`src/rtl/sram_loader.sv`:
```
// sram_loader: packs an incoming byte stream into 16-bit words and writes
// them to an asynchronous SRAM with a SETUP / WRITE / HOLD strobe sequence.
// Optional read-back verify is compiled in with `define SRAM_LOADER_VERIFY_EN.
// Without that macro the VRD/VCMP states do not exist, ERR is tied to 0
// and SRAM_OE is tied to 1.
// All strobes and status outputs come straight from registers. The
// asynchronous reset therefore releases WE/DOE immediately.

module sram_loader #(
    parameter int WE_CYCLES = 2,
    parameter int MAX_WORDS = 262144
) (
    input  logic        CLK,
    input  logic        RST,
    input  logic [7:0]  IN_DATA,
    input  logic        IN_VALID,
    input  logic        IN_LAST,
    output logic        IN_READY,
    output logic [17:0] SRAM_A,
    output logic [15:0] SRAM_DOUT,
    output logic        SRAM_DOE,
    input  logic [15:0] SRAM_D,
    output logic        SRAM_WE,
    output logic        SRAM_CE,
    output logic        SRAM_OE,
    output logic        SRAM_LB,
    output logic        SRAM_UB,
    output logic [17:0] WORD_COUNT,
    output logic        BUSY,
    output logic        DONE,
    output logic        FULL,
    output logic        ERR
);

    typedef enum logic [2:0] {
        ST_LO    = 3'd0,
        ST_HI    = 3'd1,
        ST_SETUP = 3'd2,
        ST_WRITE = 3'd3,
        ST_HOLD  = 3'd4,
`ifdef SRAM_LOADER_VERIFY_EN
        ST_VRD   = 3'd5,
        ST_VCMP  = 3'd6,
`endif
        ST_FIN   = 3'd7
    } state_t;

    localparam logic [3:0]  WE_LAST = 4'(WE_CYCLES - 1);
    localparam logic [18:0] MAX_W   = 19'(MAX_WORDS);

    // Counters stop at all-ones so neither the address nor the count can wrap
    function automatic logic [17:0] sat_inc18(input logic [17:0] v);
        if (v == 18'h3FFFF) begin
            sat_inc18 = v;
        end else begin
            sat_inc18 = v + 18'd1;
        end
    endfunction

    state_t      state_r;
    state_t      state_nxt_s;
    logic [15:0] word_r;
    logic [15:0] word_nxt_s;
    logic        last_r;
    logic        last_nxt_s;
    logic [17:0] addr_r;
    logic [17:0] word_count_r;
    logic [3:0]  we_cnt_r;
    logic        done_r;
    logic        full_r;

    logic        in_ready_r;
    logic        busy_r;
    logic [17:0] sram_a_r;
    logic [15:0] sram_dout_r;
    logic        sram_doe_r;
    logic        sram_we_r;
    logic        sram_ce_r;

    logic        accept_s;
    logic        hit_s;
    logic        commit_end_s;
    logic        full_set_s;
    logic        done_nxt_s;
    logic        full_nxt_s;
    logic        ready_nxt_s;
    logic        active_nxt_s;
    logic        write_nxt_s;
    logic        drive_nxt_s;
    logic        enter_setup_s;

`ifdef SRAM_LOADER_VERIFY_EN
    logic        full_pend_r;
    logic        err_r;
    logic        sram_oe_r;
    logic        read_nxt_s;
`else
    logic        unused_sram_d_s;
    assign unused_sram_d_s = ^SRAM_D;
`endif

    assign accept_s = IN_VALID & in_ready_r;

    // Next-state and word assembly: byte latching and the strobe sequence
    always_comb begin
        state_nxt_s = state_r;
        word_nxt_s  = word_r;
        last_nxt_s  = last_r;
        case (state_r)
            ST_LO: begin
                if (accept_s) begin
                    word_nxt_s[7:0] = IN_DATA;
                    last_nxt_s      = IN_LAST;
                    if (IN_LAST) begin
                        word_nxt_s[15:8] = 8'h00;
                        state_nxt_s      = ST_SETUP;
                    end else begin
                        state_nxt_s = ST_HI;
                    end
                end else begin
                    state_nxt_s = ST_LO;
                end
            end
            ST_HI: begin
                if (accept_s) begin
                    word_nxt_s[15:8] = IN_DATA;
                    last_nxt_s       = IN_LAST;
                    state_nxt_s      = ST_SETUP;
                end else begin
                    state_nxt_s = ST_HI;
                end
            end
            ST_SETUP: begin
                state_nxt_s = ST_WRITE;
            end
            ST_WRITE: begin
                if (we_cnt_r == WE_LAST) begin
                    state_nxt_s = ST_HOLD;
                end else begin
                    state_nxt_s = ST_WRITE;
                end
            end
            ST_HOLD: begin
`ifdef SRAM_LOADER_VERIFY_EN
                state_nxt_s = ST_VRD;
`else
                if (last_r) begin
                    state_nxt_s = ST_FIN;
                end else begin
                    state_nxt_s = ST_LO;
                end
`endif
            end
`ifdef SRAM_LOADER_VERIFY_EN
            ST_VRD: begin
                state_nxt_s = ST_VCMP;
            end
            ST_VCMP: begin
                if (last_r) begin
                    state_nxt_s = ST_FIN;
                end else begin
                    state_nxt_s = ST_LO;
                end
            end
`endif
            ST_FIN: begin
                state_nxt_s = ST_FIN;
            end
            default: begin
                state_nxt_s = ST_LO;
            end
        endcase
    end

    // Status flags and strobe decode for the state being entered
    always_comb begin
        hit_s = (({1'b0, word_count_r} + 19'd1) == MAX_W);
`ifdef SRAM_LOADER_VERIFY_EN
        commit_end_s = (state_r == ST_VCMP);
        full_set_s   = commit_end_s & full_pend_r;
        read_nxt_s   = (state_nxt_s == ST_VRD) | (state_nxt_s == ST_VCMP);
`else
        commit_end_s = (state_r == ST_HOLD);
        full_set_s   = commit_end_s & hit_s;
`endif
        done_nxt_s    = done_r | (commit_end_s & last_r);
        full_nxt_s    = full_r | full_set_s;
        ready_nxt_s   = ((state_nxt_s == ST_LO) | (state_nxt_s == ST_HI))
                        & ~full_nxt_s & ~done_nxt_s;
        write_nxt_s   = (state_nxt_s == ST_WRITE);
        drive_nxt_s   = (state_nxt_s == ST_SETUP) | (state_nxt_s == ST_WRITE)
                        | (state_nxt_s == ST_HOLD);
        active_nxt_s  = drive_nxt_s
`ifdef SRAM_LOADER_VERIFY_EN
                        | read_nxt_s
`endif
                        ;
        enter_setup_s = (state_nxt_s == ST_SETUP) & (state_r != ST_SETUP);
    end

    // State, word, address and sticky status registers
    always_ff @(posedge CLK or posedge RST) begin
        if (RST) begin
            state_r      <= ST_LO;
            word_r       <= 16'h0000;
            last_r       <= 1'b0;
            addr_r       <= 18'd0;
            word_count_r <= 18'd0;
            we_cnt_r     <= 4'd0;
            done_r       <= 1'b0;
            full_r       <= 1'b0;
`ifdef SRAM_LOADER_VERIFY_EN
            full_pend_r  <= 1'b0;
            err_r        <= 1'b0;
`endif
        end else begin
            state_r  <= state_nxt_s;
            word_r   <= word_nxt_s;
            last_r   <= last_nxt_s;
            done_r   <= done_nxt_s;
            full_r   <= full_nxt_s;
            if (state_r == ST_WRITE) begin
                we_cnt_r <= we_cnt_r + 4'd1;
            end else begin
                we_cnt_r <= 4'd0;
            end
            if (state_r == ST_HOLD) begin
                addr_r       <= sat_inc18(addr_r);
                word_count_r <= sat_inc18(word_count_r);
            end else begin
                addr_r       <= addr_r;
                word_count_r <= word_count_r;
            end
`ifdef SRAM_LOADER_VERIFY_EN
            if (state_r == ST_HOLD) begin
                full_pend_r <= hit_s;
            end else begin
                full_pend_r <= full_pend_r;
            end
            if ((state_r == ST_VCMP) && (SRAM_D != word_r)) begin
                err_r <= 1'b1;
            end else begin
                err_r <= err_r;
            end
`endif
        end
    end

    // Registered SRAM strobes and handshake; address/data latch on entry to SETUP
    always_ff @(posedge CLK or posedge RST) begin
        if (RST) begin
            in_ready_r  <= 1'b0;
            busy_r      <= 1'b0;
            sram_a_r    <= 18'd0;
            sram_dout_r <= 16'h0000;
            sram_doe_r  <= 1'b0;
            sram_we_r   <= 1'b1;
            sram_ce_r   <= 1'b1;
`ifdef SRAM_LOADER_VERIFY_EN
            sram_oe_r   <= 1'b1;
`endif
        end else begin
            in_ready_r <= ready_nxt_s;
            busy_r     <= active_nxt_s;
            sram_doe_r <= drive_nxt_s;
            sram_we_r  <= ~write_nxt_s;
            sram_ce_r  <= ~active_nxt_s;
`ifdef SRAM_LOADER_VERIFY_EN
            sram_oe_r  <= ~read_nxt_s;
`endif
            if (enter_setup_s) begin
                sram_a_r    <= addr_r;
                sram_dout_r <= word_nxt_s;
            end else begin
                sram_a_r    <= sram_a_r;
                sram_dout_r <= sram_dout_r;
            end
        end
    end

    assign IN_READY   = in_ready_r;
    assign BUSY       = busy_r;
    assign SRAM_A     = sram_a_r;
    assign SRAM_DOUT  = sram_dout_r;
    assign SRAM_DOE   = sram_doe_r;
    assign SRAM_WE    = sram_we_r;
    assign SRAM_CE    = sram_ce_r;
    assign SRAM_LB    = 1'b0;
    assign SRAM_UB    = 1'b0;
    assign WORD_COUNT = word_count_r;
    assign DONE       = done_r;
    assign FULL       = full_r;
`ifdef SRAM_LOADER_VERIFY_EN
    assign SRAM_OE    = sram_oe_r;
    assign ERR        = err_r;
`else
    assign SRAM_OE    = 1'b1;
    assign ERR        = 1'b0;
`endif

endmodule
```
`config.mk`:
```
export PLATFORM = sky130hd
export DESIGN_NAME = sram_loader
export DESIGN_NICKNAME = d
export VERILOG_FILES = /design/src/rtl/sram_loader.sv
export SDC_FILE = /design/constraint.sdc
export NUM_CORES = 1
export LEC_CHECK = 0
export CORE_MARGIN = 3
export CORE_UTILIZATION = 40
export CTS_CLUSTER_DIAMETER = 100
export DETAILED_ROUTE_END_ITERATION = 10
export PLACE_DENSITY = 0.74
export SYNTH_ARGS = -nofsm -noshare
export SYNTH_HDL_FRONTEND = slang
export SYNTH_SLANG_ARGS = --single-unit
```
`constraint.sdc`:
```
create_clock -name CLK -period 4.93 [get_ports CLK]
set_input_delay 0.986 -clock CLK [delete_from_list [all_inputs] [get_ports CLK]]
set_output_delay 0.986 -clock CLK [all_outputs]
set_load 0.01 [all_outputs]
```
==> impl_metrics.ini, run 1 <==
[critical_path]
reg2reg_depth = 3
worst_r2r_startpoint = state_r[1]
critical_path_required_ps = 5180
crit_path_top_delay_cell = sky130_fd_sc_hd__nor2b_2
worstSetupEndpointType = register
setup_crit_start_kind = input port
regToRegSetupSlack_ps = 2570
cpPeakStageDelay_ps = 880
path_cells = clkdlybuf4s50_1 -> and4bb_1 -> nor2b_2 -> mux2_2
path_delay_family = simple AND/OR/NAND/NOR gates
critPathKind = in2reg
critical_path_buf_inv_count = 1
critical_path_peak_fanout = 24
timing.critical_path.arrival_ps = 3070
r2r_endpoint = SRAM_DOUT[7]

[sta]
final_max_slew_viol_count = 0
slew_headroom_pct = 29.70
final_min_period_over_clock_period_pct = 57.28
post-route-min-period_ps = 2824
setup_repair_after_global_routing_missed_its_margin = no
fin_tns_setup_ps = 0
clock_skew_ps = 9.071
finalSetupViolations = 0
hold_violations = 0
worst-slew-pin-transition_ps = 1050
max_freq_mhz = 354.1

[floorplanning]
pin_count = 91
die_height_um = 106.8
start_util_pct = 41.37
die_w_um = 106.8
die_area_um2 = 11400
placement_rows = 36
fp.coreArea_um2 = 9819

[power_and_ir_drop]
power.internal_w = 0.001476
combinationalPowerShare_pct = 29.7
worst_vdd_rail_ir_drop_mv = 0.2816
p_leak_nw = 2.264
flop_pwr_share_pct = 49.2
netSwitchingFraction_pct = 32.11
power.switching_w = 0.0006978
fin_total_pwr_w = 0.002173
share_clk_of_total_power_pct = 21.1
power_per_cell_area_nw_per_um2 = 431.9

[global_routing]
antenna_violations_before_repair = 0
grt.total_usage_pct = 15.46
grt_pass1_wl_um = 14170
grt_overflow_total = 0
grt_max_degree = 35
first_global_vias = 2944

[final_layout]
filler_cell_count = 904
drive_above_1_share_pct = 10.42
antenna-diode-count = 0
final_util_pct = 51.25
num-nets-final = 460
area_of_combinational_cells_with_multiple_inputs_um2 = 1633
design_area_um2 = 5032
area.growth.synth_to_final_pct = 23.87
final-seq-area_um2 = 2305

[place]
gp_congestion = 0.8460
placed_cell_area_um2 = 4858
port-buffer-count = 70
dp_hpwl_um = 6039

[logic_synthesis]
yosysUniqueCellTypes = 49
number_of_enable_flip_flop_cells_after_synthesis = 0
synth.avg_cell_area_um2 = 11.19
yosysSeqAreaShare_pct = 56.73
yosysWarningCount = 0
synth_async_sr_flop_share_pct = 100.0
ys_ff_latch = 92
synthesis.area_um2 = 4063
post_synth_inst_count = 363
synth_top_flop_cell = sky130_fd_sc_hd__dfrtp_1

[cts]
clock_insertion_delay_worst_skew_ps = 360
cts.reportedPaths.clkPinSlew_ps = 90
clock_sinks = 92
cts_repair_resize_count = 0
clock-root-buffer = sky130_fd_sc_hd__clkbuf_8
hold_bufs_at_cts = 0
cts_setup_buffers = 0
cts_buffers = 9
cts_htree_levels = 3
cts_tree = built
clock_tree.buffer_depth = 2

[min_path]
holdCritStartpoint = DONE
min_delay_worst_endpoint = IN_READY
worst_hold_path_type = reg2reg
worst_hold_path.num_cells = 1

[status]
outcome = finished clean

[detailed_routing]
detail_route.wl_per_cell_um = 14.83
drt-pass1-iter-count = 4
initial_detailed_routing_violation_count = 114
remaining_drc_errors = 0
drt_wl_total_um = 8381
num_vias = 2879
route.detailed.vias_per_inst = 5.096
detail-route-antenna-nets = 0

[run]
timing.max_cap.violations = 0
stage by stage:
stage / hold slack [ps] / setup WS, ps / std cells
4_1_cts: 479.5 / 2070 / 565
5_1_grt: 501.8 / 1924 / 565
3_3_place_gp: 458.1 / 1715 / 550
6_report: 473.3 / 2106 / 565
2_1_floorplan: 449.4 / 1555 / 365
3_5_place_dp: 451.7 / 1690 / 550
flip-flops by register name, indices dropped and copies added, names as in the netlist:
register,cells
last_r,1
FULL,1
we_cnt_r,4
SRAM_A,18
SRAM_DOE,1
IN_READY,1
DONE,1
word_r,8
addr_r,18
state_r,3
WORD_COUNT,18
SRAM_CE,1
SRAM_DOUT,16
SRAM_WE,1
worst max-delay path by stage:
stage / startpoint / end / slack [ps] / cells past startpoint
after floorplan: RST / DONE / 1560 / 1
final: IN_VALID / SRAM_DOUT[7] / 2110 / 4
after detailed placement: IN_VALID / SRAM_DOUT[7] / 1690 / 4
after global routing: IN_VALID / SRAM_DOUT[0] / 1920 / 5
after global placement: IN_VALID / SRAM_DOUT[0] / 1710 / 4
after CTS: IN_VALID / SRAM_DOUT[7] / 2070 / 4
cells by family (layout without fill, tap and decap cells):
| kind of cell | Yosys count | count (layout) | synth area share (%) |
|---|---|---|---|
| muxes | 21 | 21 | 5.790 |
| xor gates and xnor gates | 31 | 31 | 6.683 |
| AOI/OAI and AO/OA | 42 | 42 | 7.761 |
| buffers and inverters | 29 | 96 | 3.419 |
| adders and majority gates | 4 | 4 | 1.232 |
| other | 2 | 4 | 0.1849 |
| and+or+nand+nor | 142 | 142 | 18.20 |
| DFF | 92 | 92 | 56.73 |
cell usage after synthesis (3+ instances only):
cell type / instances / area [um^2]
sky130_fd_sc_hd__a22o_1: 8 / 70.07
sky130_fd_sc_hd__nor4_1: 4 / 25.02
sky130_fd_sc_hd__nor2b_1: 3 / 18.77
sky130_fd_sc_hd__nor3_1: 9 / 45.04
sky130_fd_sc_hd__nand2_1: 64 / 240.2
sky130_fd_sc_hd__a21oi_1: 10 / 50.05
sky130_fd_sc_hd__mux2_1: 9 / 101.4
sky130_fd_sc_hd__a2111oi_2: 4 / 60.06
sky130_fd_sc_hd__xor2_1: 22 / 192.7
sky130_fd_sc_hd__a311oi_1: 3 / 26.28
sky130_fd_sc_hd__nand3_1: 13 / 65.06
sky130_fd_sc_hd__dfrtp_1: 90 / 2252
sky130_fd_sc_hd__clkbuf_1: 7 / 26.28
sky130_fd_sc_hd__nand4_1: 12 / 75.07
sky130_fd_sc_hd__ha_1: 4 / 50.05
sky130_fd_sc_hd__buf_4: 5 / 37.54
sky130_fd_sc_hd__buf_2: 9 / 45.04
sky130_fd_sc_hd__nor2_1: 13 / 48.80
sky130_fd_sc_hd__and3_1: 4 / 25.02
sky130_fd_sc_hd__and4_1: 3 / 26.28
sky130_fd_sc_hd__xnor2_1: 9 / 78.83
sky130_fd_sc_hd__inv_1: 7 / 26.28
sky130_fd_sc_hd__o21ai_0: 8 / 40.04
sky130_fd_sc_hd__mux2_2: 11 / 123.9
placed cells by master, fill, tap and decap left out, types with 6 or more instances in the layout:
master                            synthesis  routed
sky130_fd_sc_hd__nand4_1                 12      12
sky130_fd_sc_hd__clkdlybuf4s50_1          0      70
sky130_fd_sc_hd__mux2_1                   9       9
sky130_fd_sc_hd__nor3_1                   9       9
sky130_fd_sc_hd__xor2_1                  22      22
sky130_fd_sc_hd__mux2_2                  11      11
sky130_fd_sc_hd__dfrtp_1                 90      90
sky130_fd_sc_hd__clkbuf_8                 0      10
sky130_fd_sc_hd__nor2_1                  13      13
sky130_fd_sc_hd__o21ai_0                  8       7
sky130_fd_sc_hd__xnor2_1                  9       9
sky130_fd_sc_hd__a22o_1                   8       8
sky130_fd_sc_hd__a21oi_1                 10      10
sky130_fd_sc_hd__nand3_1                 13      13
sky130_fd_sc_hd__inv_1                    7       6
sky130_fd_sc_hd__nand2_1                 64      64
per-layer routing:
layer / vias up / global-route usage [%] / routed length [um]
li1: 1388 / - / -
met3: 14 / 3.733 / 419
met4: 0 / 5.388 / 124
met1: 1413 / 20.79 / 3996
met2: 64 / 24.55 / 3840
met5: - / 0 / 0
final cells by class:
| type | count | share of cell area (%) |
|---|---|---|
| inverter | 8 | 0.6216 |
| multi-input combinational | 244 | 32.45 |
| clock buffer | 10 | 2.735 |
| clock inverter | 5 | 0.7210 |
| timing repair buffer | 73 | 14.37 |
| sequential | 92 | 45.80 |
| tap | 133 | 3.307 |
power by group through the flow:
stage | Combinational (W) | Clock, W | Sequential [W]
floorplan | 0.000348 | 0 | 0.00108
global route | 0.000710 | 0.000500 | 0.00110
CTS | 0.000659 | 0.000472 | 0.00107
finish | 0.000645 | 0.000458 | 0.00107
global placement | 0.000633 | 0 | 0.00108
detailed placement | 0.000656 | 0 | 0.00108
Power figures use the tool's default switching activity.
==> run 2, diff against run 1 <==
- clock period: 4.93 -> 2.6 ns (I/O delays scaled with it)
==> impl_metrics.ini, run 2 (synthesis results as in run 1) <==
[final_layout]
num-nets-final = 465
filler_cell_count = 888
design_area_um2 = 5102
area.growth.synth_to_final_pct = 25.59
antenna-diode-count = 0
layout.cells.most_common_list = sky130_fd_sc_hd__dfrtp_1 (90), sky130_fd_sc_hd__clkdlybuf4s50_1 (70), sky130_fd_sc_hd__nand2_1 (64)
final-seq-area_um2 = 2305
area_of_combinational_cells_with_multiple_inputs_um2 = 1633
drive_above_1_share_pct = 11.64
final_cells = 571
mostFrequentLayoutCell = sky130_fd_sc_hd__dfrtp_1

[floorplanning]
pin_count = 91
die_w_um = 106.8
placement_rows = 36
die_height_um = 106.8
die_area_um2 = 11400
start_util_pct = 41.37
fp.coreArea_um2 = 9819

[place]
gp_congestion = 0.8685
port-buffer-count = 70
placed_cell_area_um2 = 4911
dp_cells = 555
dp_hpwl_um = 5989

[cts]
cts_buffers = 9
cts_htree_levels = 3
clock_tree.buffer_depth = 2
cts_tree = built
hold_bufs_at_cts = 0
cts.reportedPaths.clkPinSlew_ps = 90
clock_sinks = 92
cts_repair_resize_count = 0
clock-root-buffer = sky130_fd_sc_hd__clkbuf_8
cts_setup_buffers = 0
clock_insertion_delay_worst_skew_ps = 360

[global_routing]
grt_overflow_total = 0
grt.total_usage_pct = 15.59
first_global_vias = 2966
antenna_violations_before_repair = 0
grt_pass1_wl_um = 14370
grt_max_degree = 40

[sta]
final_max_slew_viol_count = 0
fin_tns_setup_ps = 0
final_min_period_over_clock_period_pct = 80.44
post-route-min-period_ps = 2091
setup_repair_after_global_routing_missed_its_margin = no
max_freq_mhz = 478.1
slew_headroom_pct = 42.14
finalSetupViolations = 0
clock_skew_ps = 12.32
hold_violations = 0
final.hold.worst_slack_ps = 464.4
worst-slew-pin-transition_ps = 867.7

[power_and_ir_drop]
p_leak_nw = 2.306
combinationalPowerShare_pct = 29.7
power.switching_w = 0.001386
netSwitchingFraction_pct = 32.99
fin_total_pwr_w = 0.004202
power_per_cell_area_nw_per_um2 = 823.5
flop_pwr_share_pct = 48.2
share_clk_of_total_power_pct = 22.1
worst_vdd_rail_ir_drop_mv = 0.4745
power.internal_w = 0.002816

[critical_path]
worst_r2r_startpoint = addr_r[0]
critPathKind = reg2reg
critical_path_peak_fanout = 12
worstSetupEndpointType = register
setup_crit_start_kind = register
timing.critical_path.arrival_ps = 2340
critical_path_required_ps = 2850
critical_path.startpoint = addr_r[0]

[detailed_routing]
remaining_drc_errors = 0
detail-route-antenna-nets = 0
route.detailed.vias_per_inst = 5.137
detail_route.wl_per_cell_um = 14.58
drt-pass1-iter-count = 4
num_vias = 2933
initial_detailed_routing_violation_count = 109
drt_wl_total_um = 8327

[status]
outcome = finished clean

[run]
timing.max_cap.violations = 0

[min_path]
holdCritStartpoint = DONE
worst_hold_path_type = reg2reg
==> run 2: critical path: stages, from the launching register on <==
cell and delay (ps):
sky130_fd_sc_hd__dfrtp_1 470, sky130_fd_sc_hd__ha_1 410, sky130_fd_sc_hd__and3_1 260, sky130_fd_sc_hd__and4bb_2 250, sky130_fd_sc_hd__a21oi_1 240, sky130_fd_sc_hd__mux2_2 360
==> run 2: final timing paths <==
path / cells after the start / endpoint / slack (ps)
max: 5 / addr_r[1] / 510
min: 1 / IN_READY / 460
max reg2reg: 5 / addr_r[1] / 510
min reg2reg: 1 / IN_READY / 460
max in group asynchronous: 3 / addr_r[11] / 1370
min in group asynchronous: 2 / SRAM_DOUT[14] / 600
==> run 2: area by class of cell <==
type / instances / share of cell area, %
clock buffer: 9 / 2.428
clock inverter: 7 / 1.324
inverter: 8 / 0.6621
multi-input combinational: 244 / 32.00
sequential: 92 / 45.17
tap: 133 / 3.261
timing repair buffer: 78 / 15.15
==> run 2: per-stage QoR <==
step | util, % | setup slack, ps
finish | 51.96 | 508.6
detailed placement | 50.01 | 167.9
global placement | 50.01 | 182.3
global route | 51.96 | 369.7
CTS | 51.96 | 514.1
floorplan | - | 736.3
==> run 2: metal layers <==
layer	share of wire, %	vias to the layer above	wire [um]	GRT usage (%)
met3	5.6	10	464	2.830
met2	47	84	3920	25.09
met1	46	1442	3836	21.30
met5	0	-	0	0
li1	-	1397	-	-
met4	1.3	0	106	5.479
==> run 2: power groups by stage <==
stage	Clock [W]	Combinational, W	Sequential [W]
after floorplan	0	0.000660	0.00205
after global placement	0	0.00123	0.00204
after detailed placement	0	0.00126	0.00205
after CTS	0.000960	0.00127	0.00203
after global routing	0.00102	0.00137	0.00208
final	0.000927	0.00125	0.00203
==> run 3, diff against run 2 <==
- clock period: 2.6 -> 2.1 ns (I/O delays scaled with it)
==> impl_metrics.ini, run 3 (synthesis results as in run 1) <==
[global_routing]
groute.layer.met2.usage_pct = 25.63
grt_busiest_layer = met2
first_global_vias = 2963
grt_pass1_wl_um = 14460
met3_usage_pct = 3.853
grt_max_degree = 93
antenna_violations_before_repair = 0
grt.total_usage_pct = 15.83
grt_overflow_total = 0
met1_usage_pct = 21.03

[final_layout]
drive_above_1_share_pct = 13.62
final-seq-area_um2 = 2305
layout.cells.most_common_list = sky130_fd_sc_hd__dfrtp_1 (90), sky130_fd_sc_hd__clkdlybuf4s50_1 (70), sky130_fd_sc_hd__nand2_1 (64)
antenna-diode-count = 0
area_of_combinational_cells_with_multiple_inputs_um2 = 1633
area.growth.synth_to_final_pct = 27.87
num-nets-final = 475
filler_cell_count = 896
final_cells = 581
mostFrequentLayoutCell = sky130_fd_sc_hd__dfrtp_1

[run]
timing.max_cap.violations = 0

[detailed_routing]
remaining_drc_errors = 0
route.detailed.vias_per_inst = 5.064
drt-pass1-iter-count = 4
num_vias = 2942
detail-route-antenna-nets = 0
initial_detailed_routing_violation_count = 119
detail_route.wl_per_cell_um = 14.57
drt_wl_total_um = 8464

[power_and_ir_drop]
worst_vdd_rail_ir_drop_mv = 0.6885
fin_total_pwr_w = 0.005305
netSwitchingFraction_pct = 31.98
power.internal_w = 0.003608
power_per_cell_area_nw_per_um2 = 1021
power.switching_w = 0.001697
combinationalPowerShare_pct = 33.1
p_leak_nw = 2.360
share_clk_of_total_power_pct = 21.0
flop_pwr_share_pct = 46.0

[sta]
max_freq_mhz = 506.2
slew_headroom_pct = 56.61
setup_repair_after_global_routing_missed_its_margin = no
worst-slew-pin-transition_ps = 644.9
final_min_period_over_clock_period_pct = 94.08
final_max_slew_viol_count = 0
fin_tns_setup_ps = 0
clock_skew_ps = 12.91
hold_violations = 0
postLayoutSetupSlackWorst_ps = 124.4
finalSetupViolations = 0
post-route-min-period_ps = 1976

[place]
port-buffer-count = 70
dp_cells = 565
place_worst_setup_slack_ps = -141.9
gp_congestion = 0.8576
dp_hpwl_um = 6058

[floorplanning]
pin_count = 91
start_util_pct = 41.37
die_height_um = 106.8
fp.coreArea_um2 = 9819
die_w_um = 106.8
die_area_um2 = 11400
placement_rows = 36

[cts]
hold_bufs_at_cts = 0
cts_htree_levels = 3
clock_insertion_delay_worst_skew_ps = 350
cts_repair_resize_count = 0
clock_tree.buffer_depth = 2
cts_setup_buffers = 0
clock_sinks = 92
clock-root-buffer = sky130_fd_sc_hd__clkbuf_8
cts.reportedPaths.clkPinSlew_ps = 90
cts_buffers = 9
cts_tree = built

[critical_path]
worstSetupEndpointType = register
critical_path_required_ps = 2370
regToRegSetupSlack_ps = 120
setup_crit_start_kind = register
timing.critical_path.arrival_ps = 2250
critical_path_peak_fanout = 7
critPathKind = reg2reg

[status]
outcome = finished clean

[min_path]
worst_hold_path_type = reg2reg
run 3: worst max-delay path, cell delays in order, from the launching register on:
cell and delay, ps:
sky130_fd_sc_hd__dfrtp_1 440, sky130_fd_sc_hd__ha_1 210, sky130_fd_sc_hd__nand4_1 170, sky130_fd_sc_hd__or4_1 720, sky130_fd_sc_hd__o21ai_1 230, sky130_fd_sc_hd__xnor2_1 150
run 3: per-layer routing:
| metal | routed length (um) | share of wire (%) |
|---|---|---|
| met2 | 4162 | 49 |
| met5 | 0 | 0 |
| met4 | 47 | 0.56 |
| met3 | 419 | 5.0 |
| met1 | 3834 | 45 |
run 3: path summary, 6_finish.rpt:
| kind | startpoint | endpoint | depth (start not counted) |
|---|---|---|---|
| max | WORD_COUNT[1] | WORD_COUNT[4] | 5 |
| min | DONE | IN_READY | 1 |
| max reg2reg | WORD_COUNT[1] | WORD_COUNT[4] | 5 |
| min reg2reg | DONE | IN_READY | 1 |
| max in group asynchronous | RST | SRAM_DOUT[15] | 3 |
| min in group asynchronous | RST | WORD_COUNT[7] | 3 |
run 3: final cells by class:
type	count	share of cell area, %
clock inverter	6	0.8911
clock buffer	10	2.649
tap	133	3.203
sequential	92	44.36
timing repair buffer	88	16.81
inverter	8	0.6503
multi-input combinational	244	31.43
run 3: power groups by stage:
stage	Sequential, W	Combinational [W]	Clock [W]
3_3_place_gp	0.00246	0.00172	0
2_1_floorplan	0.00254	0.000817	0
5_1_grt	0.00249	0.00192	0.00122
4_1_cts	0.00244	0.00178	0.00115
6_report	0.00244	0.00175	0.00111
3_5_place_dp	0.00248	0.00177	0
run 3: stage by stage:
stage	hold WS [ps]	util, %	cell area [um^2]
global placement	452.8	51.03	5011
CTS	461.3	52.91	5195
global route	479.8	52.91	5195
detailed placement	452.8	51.03	5011
finish	458.1	52.91	5195
floorplan	449.4	-	4074
